<file path="src/rtl/pwm_generator.sv">
// rtl/pwm_generator.sv - PWM waveform generator with shadowed on/off counts
//
// Build option: PWM_SYNC_UPDATE_EN
//   defined   : strobes only update the shadow registers; the active counts
//               are refreshed from the shadows at each period boundary.
//   undefined : strobes also write the active counts directly and the period
//               restarts from the new values one edge after the strobe.

module pwm_generator #(
   parameter int CNT_WIDTH = 32
) (
   input  logic        clk,
   input  logic        rst,
   input  logic        wr_on,
   input  logic        wr_off,
   input  logic [31:0] wr_data,
   output logic        port_output,
   output logic        period_done,
   output logic        busy
);

   typedef enum logic [1:0] {
      ST_IDLE = 2'd0,
      ST_HIGH = 2'd1,
      ST_LOW  = 2'd2
   } state_e;

   localparam logic [CNT_WIDTH-1:0] CNT_ZERO = '0;
   localparam logic [CNT_WIDTH-1:0] CNT_ONE  = {{(CNT_WIDTH-1){1'b0}}, 1'b1};

   // Store data narrowed to the counter width.
   logic [CNT_WIDTH-1:0] wr_val;

   // Shadow registers written by the strobes.
   logic [CNT_WIDTH-1:0] on_shadow_q,  on_shadow_d;
   logic [CNT_WIDTH-1:0] off_shadow_q, off_shadow_d;

   // Active counts used by the running period.
   logic [CNT_WIDTH-1:0] on_active_q,  on_active_d;
   logic [CNT_WIDTH-1:0] off_active_q, off_active_d;

   // Down-counter and FSM state.
   logic [CNT_WIDTH-1:0] cnt_q, cnt_d;
   state_e               state_q, state_d;

   // Registered outputs.
   logic port_output_q, port_output_d;
   logic period_done_q, period_done_d;
   logic busy_q,        busy_d;

`ifndef PWM_SYNC_UPDATE_EN
   // A strobe seen at the previous edge forces a restart at this edge.
   logic restart_q, restart_d;
`endif

   // Where a fresh period starts, decided from the shadow contents.
   logic                 shadow_any;
   state_e               start_state;
   logic [CNT_WIDTH-1:0] start_cnt;

   // Boundary/reload bookkeeping for the current edge.
   logic boundary;
   logic reload;

   assign wr_val = wr_data[CNT_WIDTH-1:0];

   // Shadow register next-state: each strobe loads its own register.
   always_comb begin
      on_shadow_d  = on_shadow_q;
      off_shadow_d = off_shadow_q;
      if (wr_on) begin
         on_shadow_d = wr_val;
      end
      if (wr_off) begin
         off_shadow_d = wr_val;
      end
   end

   // Start rule: HIGH if on is non-zero, else LOW if off is non-zero, else IDLE.
   always_comb begin
      shadow_any  = (on_shadow_q != CNT_ZERO) || (off_shadow_q != CNT_ZERO);
      start_state = ST_IDLE;
      start_cnt   = CNT_ZERO;
      if (on_shadow_q != CNT_ZERO) begin
         start_state = ST_HIGH;
         start_cnt   = on_shadow_q - CNT_ONE;
      end else if (off_shadow_q != CNT_ZERO) begin
         start_state = ST_LOW;
         start_cnt   = off_shadow_q - CNT_ONE;
      end
   end

   // FSM next-state: count down each phase, reload actives at the boundary.
   always_comb begin
      state_d       = state_q;
      cnt_d         = cnt_q;
      on_active_d   = on_active_q;
      off_active_d  = off_active_q;
      period_done_d = 1'b0;
      boundary      = 1'b0;
      reload        = 1'b0;
`ifndef PWM_SYNC_UPDATE_EN
      restart_d     = wr_on | wr_off;
`endif

      case (state_q)
         ST_IDLE: begin
            if (shadow_any) begin
               reload = 1'b1;
            end
         end
         ST_HIGH: begin
            if (cnt_q == CNT_ZERO) begin
               if (off_active_q != CNT_ZERO) begin
                  state_d = ST_LOW;
                  cnt_d   = off_active_q - CNT_ONE;
               end else begin
                  boundary = 1'b1;
               end
            end else begin
               cnt_d = cnt_q - CNT_ONE;
            end
         end
         ST_LOW: begin
            if (cnt_q == CNT_ZERO) begin
               boundary = 1'b1;
            end else begin
               cnt_d = cnt_q - CNT_ONE;
            end
         end
         default: begin
            state_d = ST_IDLE;
            cnt_d   = CNT_ZERO;
         end
      endcase

      if (boundary) begin
         period_done_d = 1'b1;
         reload        = 1'b1;
      end

`ifndef PWM_SYNC_UPDATE_EN
      // An aborted period is not reported as done.
      if (restart_q) begin
         period_done_d = 1'b0;
         reload        = 1'b1;
      end
`endif

      // Shadows as they stood before this edge; a write landing now waits.
      if (reload) begin
         on_active_d  = on_shadow_q;
         off_active_d = off_shadow_q;
         state_d      = start_state;
         cnt_d        = start_cnt;
      end

`ifndef PWM_SYNC_UPDATE_EN
      // Direct writes into the active counts take precedence over a reload.
      if (wr_on) begin
         on_active_d = wr_val;
      end
      if (wr_off) begin
         off_active_d = wr_val;
      end
`endif

      port_output_d = (state_d == ST_HIGH);
      busy_d        = (state_d != ST_IDLE);
   end

   // Shadow registers.
   always_ff @(posedge clk or posedge rst) begin
      if (rst) begin
         on_shadow_q  <= CNT_ZERO;
         off_shadow_q <= CNT_ZERO;
      end else begin
         on_shadow_q  <= on_shadow_d;
         off_shadow_q <= off_shadow_d;
      end
   end

   // FSM state, counter, active counts and registered outputs.
   always_ff @(posedge clk or posedge rst) begin
      if (rst) begin
         state_q       <= ST_IDLE;
         cnt_q         <= CNT_ZERO;
         on_active_q   <= CNT_ZERO;
         off_active_q  <= CNT_ZERO;
         port_output_q <= 1'b0;
         period_done_q <= 1'b0;
         busy_q        <= 1'b0;
      end else begin
         state_q       <= state_d;
         cnt_q         <= cnt_d;
         on_active_q   <= on_active_d;
         off_active_q  <= off_active_d;
         port_output_q <= port_output_d;
         period_done_q <= period_done_d;
         busy_q        <= busy_d;
      end
   end

`ifndef PWM_SYNC_UPDATE_EN
   // Pending restart flag.
   always_ff @(posedge clk or posedge rst) begin
      if (rst) begin
         restart_q <= 1'b0;
      end else begin
         restart_q <= restart_d;
      end
   end
`endif

   assign port_output = port_output_q;
   assign period_done = period_done_q;
   assign busy        = busy_q;

endmodule

</file>
<file path="config.mk">
export PLATFORM = sky130hd
export DESIGN_NAME = pwm_generator
export DESIGN_NICKNAME = d
export VERILOG_FILES = /design/src/rtl/pwm_generator.sv
export SDC_FILE = /design/constraint.sdc
export NUM_CORES = 1
export LEC_CHECK = 0
export BUFFER_PORTS_ARGS = -buffer_cell sky130_fd_sc_hd__buf_4
export CAP_MARGIN = 10
export CORE_MARGIN = 2
export CORE_UTILIZATION = 63
export CTS_CLUSTER_DIAMETER = 60
export DETAILED_ROUTE_END_ITERATION = 16
export GPL_ROUTABILITY_DRIVEN = 0
export GPL_TIMING_DRIVEN = 0
export HOLD_SLACK_MARGIN = 0.08
export PLACE_DENSITY = 0.81
export SLEW_MARGIN = 20
export SYNTH_ARGS = -nofsm -noshare
export SYNTH_HDL_FRONTEND = slang
export SYNTH_SLANG_ARGS = --single-unit
export TNS_END_PERCENT = 20
</file>
<file path="constraint.sdc">
create_clock -name clk -period 5.2 [get_ports clk]
set_clock_uncertainty 0.1 [all_clocks]
set_input_delay 0.52 -clock clk [delete_from_list [all_inputs] [get_ports clk]]
set_output_delay 0.52 -clock clk [all_outputs]
set_load 0.005 [all_outputs]
</file>
[Word level (Yosys, flattened, before mapping)]
Index checks and enable logic that the tools add are counted.
Cells by class
  $add $sub $neg: 4
  multipliers: 0
  divide/modulo/power cells: 0
  $lt $le $gt $ge: 0
  eq/ne operators: 6
  shift-type cells: 0
  multiplexer cells: 25
  bitwise operators: 1
  reductions and logical operators: 10
Operator list (count)
  $mux 32: 8
  $sub 32x1->32 const B: 4
  $pmux 32 s3: 1
  $reduce_bool 32->1: 3
  $logic_not 32->1: 1
  $mux 2: 5
  $mux 1: 9
  $eq 2x1->1 const B: 2
  $ne 4x4->1 const B: 1
  $pmux 2 s2: 1
  $reduce_bool 2->1: 2
  $ne 3x3->1 const B: 1
  $reduce_and 3->1: 1
  $eq 2x2->1 const B: 1
  $logic_not 2->1: 1
  $ne 2x2->1 const B: 1
  $pmux 1 s2: 1
  $reduce_or 2->1: 1
  $logic_or 1x1->1: 1
  $or 1x1->1: 1
Storage, ports and cells
  bits in registers: 134
  bits in latches: 0
  memory bits (writable): 0
  bits in read-only memories: 0
  output and inout port bits: 3
  logic and storage cells: 55
  memories kept: 0

[Logic depth before layout (Yosys ltp)]
  depth after elaboration: 8
  mapped depth: 11
  gate-level depth less buffers: 9

[Worst setup path after synthesis]
OpenSTA, ideal clock, no wires.
  path kind: register to register
  start: register cnt_q[0]
  end: register off_active_q[26]
  library setup time: 0.128 ns
  arrival time: 3.191 ns
  required time: 4.972 ns
  slack: 1.781 ns
  stages on the path, launching flop included: 12
  buffers on the path: 2
  cell sequence: dfrtp_1 > inv_1 > ha_1 > or4b_1 > or4_4 > or4_1 > buf_2 > nor3b_4 > or3_1 > nor2_2 > buf_6 > mux2_1
On the way
  word-level cells in the longest chain between the ends: 6
  elaborated cells between the ends (all ways): 7
RTL lines
  from (decl): line 43  | logic [CNT_WIDTH-1:0] cnt_q, cnt_d;
  from (signal assigned): line 195  | cnt_q <= cnt_d;
  $logic_not 32->1 (*): line 113, 125
  $mux 1 (on tied branches): line 125, 113
  $pmux 1 s2 (*): line 106  | case (state_q)
  $mux 1 (*): line 137  | if (boundary) begin
  $mux 1 (*): line 144  | if (restart_q) begin
  $reduce_bool 2->1 (no source line) (*)
  to (signal assigned): line 197  | off_active_q <= off_active_d;
  to (decl): line 40  | logic [CNT_WIDTH-1:0] off_active_q, off_active_d;
Every way passes the cells marked *; elsewhere a longest branch is shown, timed or not.
A chain may end at the register's enable or synchronous reset.

[Final worst setup path]
  start: register off_shadow_q[10]
  end: register off_active_q[5]
On the way
  word-level cells in the longest chain between the ends: 7
RTL lines
  from (decl): line 36  | logic [CNT_WIDTH-1:0] off_shadow_q, off_shadow_d;
  from (signal assigned): line 179  | off_shadow_q <= off_shadow_d;
  $reduce_bool 32->1: line 81  | shadow_any = (on_shadow_q != CNT_ZERO) || (off_shadow_q != CNT_ZERO);
  $logic_or 1x1->1: line 81
  $mux 1: line 108  | if (shadow_any) begin
  $mux 1: line 106
  $mux 1: line 137
  $mux 1: line 144
  $reduce_bool 2->1 (no source line)
No other way between the ends.

==> impl_results.md <==
- Status: completed
- Final cycle utilization of the critical path: 0.816
- Multi-input combinational cell area: 4870 um^2
- Number of global-route vias before repair: 7275
- Via count: 7790
- YS warnings: 0
- Drt first-iter violations: 1061
- Clock buffer depth: 2
- DRT Pass-1 Iters: 6
- Core Util, Final: 0.729
- Number of H-tree levels: 4
- First-pass GRT wire length: 40300 um
- PD cells: 324 nW/um^2
- Crit path capture type: flip-flop
- Core box area: 13200 um^2
- Top fanout value on the critical path: 10
- Synth area leader: dfrtp_1
- Design Area, Final: 9620 um^2
- Die width: 120 um
- Initial Util: 0.641
- Crit path kind: reg2reg
- Yosys cell types: 62
- Worst skew pair latency: 430 ps
- Post-Syn Area: 8450 um^2
- Post-DP HPWL: 18100 um
- Antenna Violating Nets Remaining: 0
- Post-Synthesis Cells: 896
- Fillers: 962
- # IOs: 39
- Share of layout cells above drive strength 1: 0.158
- Ys async rst share: 1.00
- Reg clk slew, reported paths: 70 ps
- Mapped Nets: 941
- CP peak stage delay: 640 ps
- Row count: 42
- Crit path buffers/inverters: 2
- TritonCTS Buffers: 17
- Die area: 14400 um^2
- Top_reg_cell synth: dfrtp_1
- Number of diodes: 0
- Hold Path Class: in2reg
- Number of synthesized flops with an enable pin: 0
- Maxcap violations: 0
- Total power: 3.11 mW
- Crit path time final: 4240 ps
- Commonest non-fill, non-tap cell in the layout: dfrtp_1
- Most frequent cells in the layout: 134 x dfrtp_1, 75 x nand2_1, 74 x nor2_1, 61 x mux2_2, 57 x xnor2_1
- Top cells by area, synth: dfrtp_1 40%, mux2_2 8.1%, xnor2_1 5.9%
- Crit path DAT: 4450 ps
- Mean Syn Cell Area: 9.43 um^2
- CP Launch Type: flip-flop
- Top cell type's share of synthesized area: 0.397
- CTS tree: done
- I/O Buffers: 36
- Critical-path cell list: or4_1 -> clkbuf_1 -> nor4_1 -> nand4_1 -> o21a_1 -> or3_1 -> nor2_2 -> buf_6 -> mux2_1
- Hold_buf cts: 1
- Fin nets: 999
- Relative slew slack: 0.214
- Pin count of the biggest net entering global routing: 74
- Worst-Margin Slew: 1170 ps
- Final hold vios: 0
- Die height: 120 um
- DRC: 0
- Largest delay share family, worst path: simple AND/OR/NAND/NOR gates
- Root buf cell: clkbuf_16
- Post-CTS setup buffer count: 0
- Static Leak: 3.58 nW
- CP required: 5410 ps
- Critical-path top delay cell: nor4_1
- Yosys reg bits: 134
- Post-cts resize count: 0
- Final setup viols: 0
- Gr ovfl total: 0
- Slew Limit Fails: 0
- Gr usage total: 0.370
- Sequential area share after synthesis: 0.397
- CTS Sinks: 134
- Peak supply drop: 0.347 mV
- Drt wl/cell: 22.2 um
- Peak Freq: 236 MHz
- Drt via density: 6.82
- Layout area overhead: 13.8%
- Hold Slack: 224 ps
- RSZ-0062 raised after global routing: false
- Placed cell areas: 9000 um^2
- Seq. cell area: 3350 um^2
- DRT Wirelength: 25400 um
- Initial antenna violation count: 0
registers in the layout, summed over array words and instances (netlist names):
register	cells
cnt_q	32
off_active_q	32
off_shadow_q	32
on_shadow_q	32
state_q	2
busy	1
period_done	1
port_output	1
restart_q	1
worst paths after layout:
| path | start | end | slack, ps | cells after the start |
|---|---|---|---|---|
| min | wr_data[11] | on_shadow_q[11] | 220 | 3 |
| min in group asynchronous | rst | off_active_q[9] | 560 | 3 |
| max | off_shadow_q[10] | off_active_q[5] | 960 | 9 |
| max reg2reg | off_shadow_q[10] | off_active_q[5] | 960 | 9 |
| max in group asynchronous | rst | cnt_q[0] | 3730 | 4 |
| min reg2reg | cnt_q[26] | cnt_q[26] | 440 | 2 |
power by group:
part / internal, mW / leakage, nW / switching [mW]
clock network: 0.747 / 0.292 / 0.512
registers: 1.16 / 1.58 / 0.182
logic: 0.239 / 1.71 / 0.274
total: 2.15 / 3.58 / 0.969
cell families after synthesis:
group	share of synthesized area
AOI/OAI and AO/OA	0.107
adders and majority gates	0.0133
xor gates and xnor gates	0.107
muxes	0.122
buffers and inverters	0.0287
DFF	0.397
and+or+nand+nor	0.225
per-layer routing:
layer / GRT usage / part of all wire / vias up
li1: - / - / 3442
met1: 0.513 / 0.40 / 3723
met2: 0.557 / 0.45 / 523
met3: 0.0860 / 0.10 / 102
met4: 0.167 / 0.046 / 0
met5: 0 / 0 / -
cells in the mapped netlist, types with 3 or more instances:
cell type and n:
dfrtp_1 134, nand2_1 75, nor2_1 74, mux2_2 61
xnor2_1 57, xor2_1 46, nor4_1 45, nor3_1 36
o22ai_1 35, clkbuf_1 34, o21ai_0 32, a21oi_1 30
mux2_1 30, nand3_1 27, or4_1 20, a22oi_1 16
nand4_1 15, inv_1 14, or3_1 14, ha_1 9
o211ai_1 7, nand4b_1 6, or2_2 6, buf_1 5
and4_1 4, nor3b_1 4, a2bb2oi_1 3, a31oi_1 3
and2_1 3, and4b_1 3, buf_6 3, nand2b_1 3
nor4b_1 3, o31ai_1 3
layout make-up:
type	instances	area share
buffer	44	0.0198
clock buffer	19	0.0471
tap	176	0.0229
clock inverter	13	0.0164
inverter	14	0.00624
multi-input combinational	704	0.506
sequential	134	0.349
timing repair buffer	39	0.0328
metrics by stage:
step	instances	TNS, ps	setup WS, ps
floorplan	896	0	997
global placement	1108	-64870	-492
detailed placement	1110	0	1110
CTS	1143	0	1080
global route	1143	0	705
finish	1143	0	959
worst min-delay path, cell delays in order:
cell	delay [ps]
buf_4	90
nand2_1	40
o21ai_0	60
No activity file was read; power rests on OpenSTA's default activity.
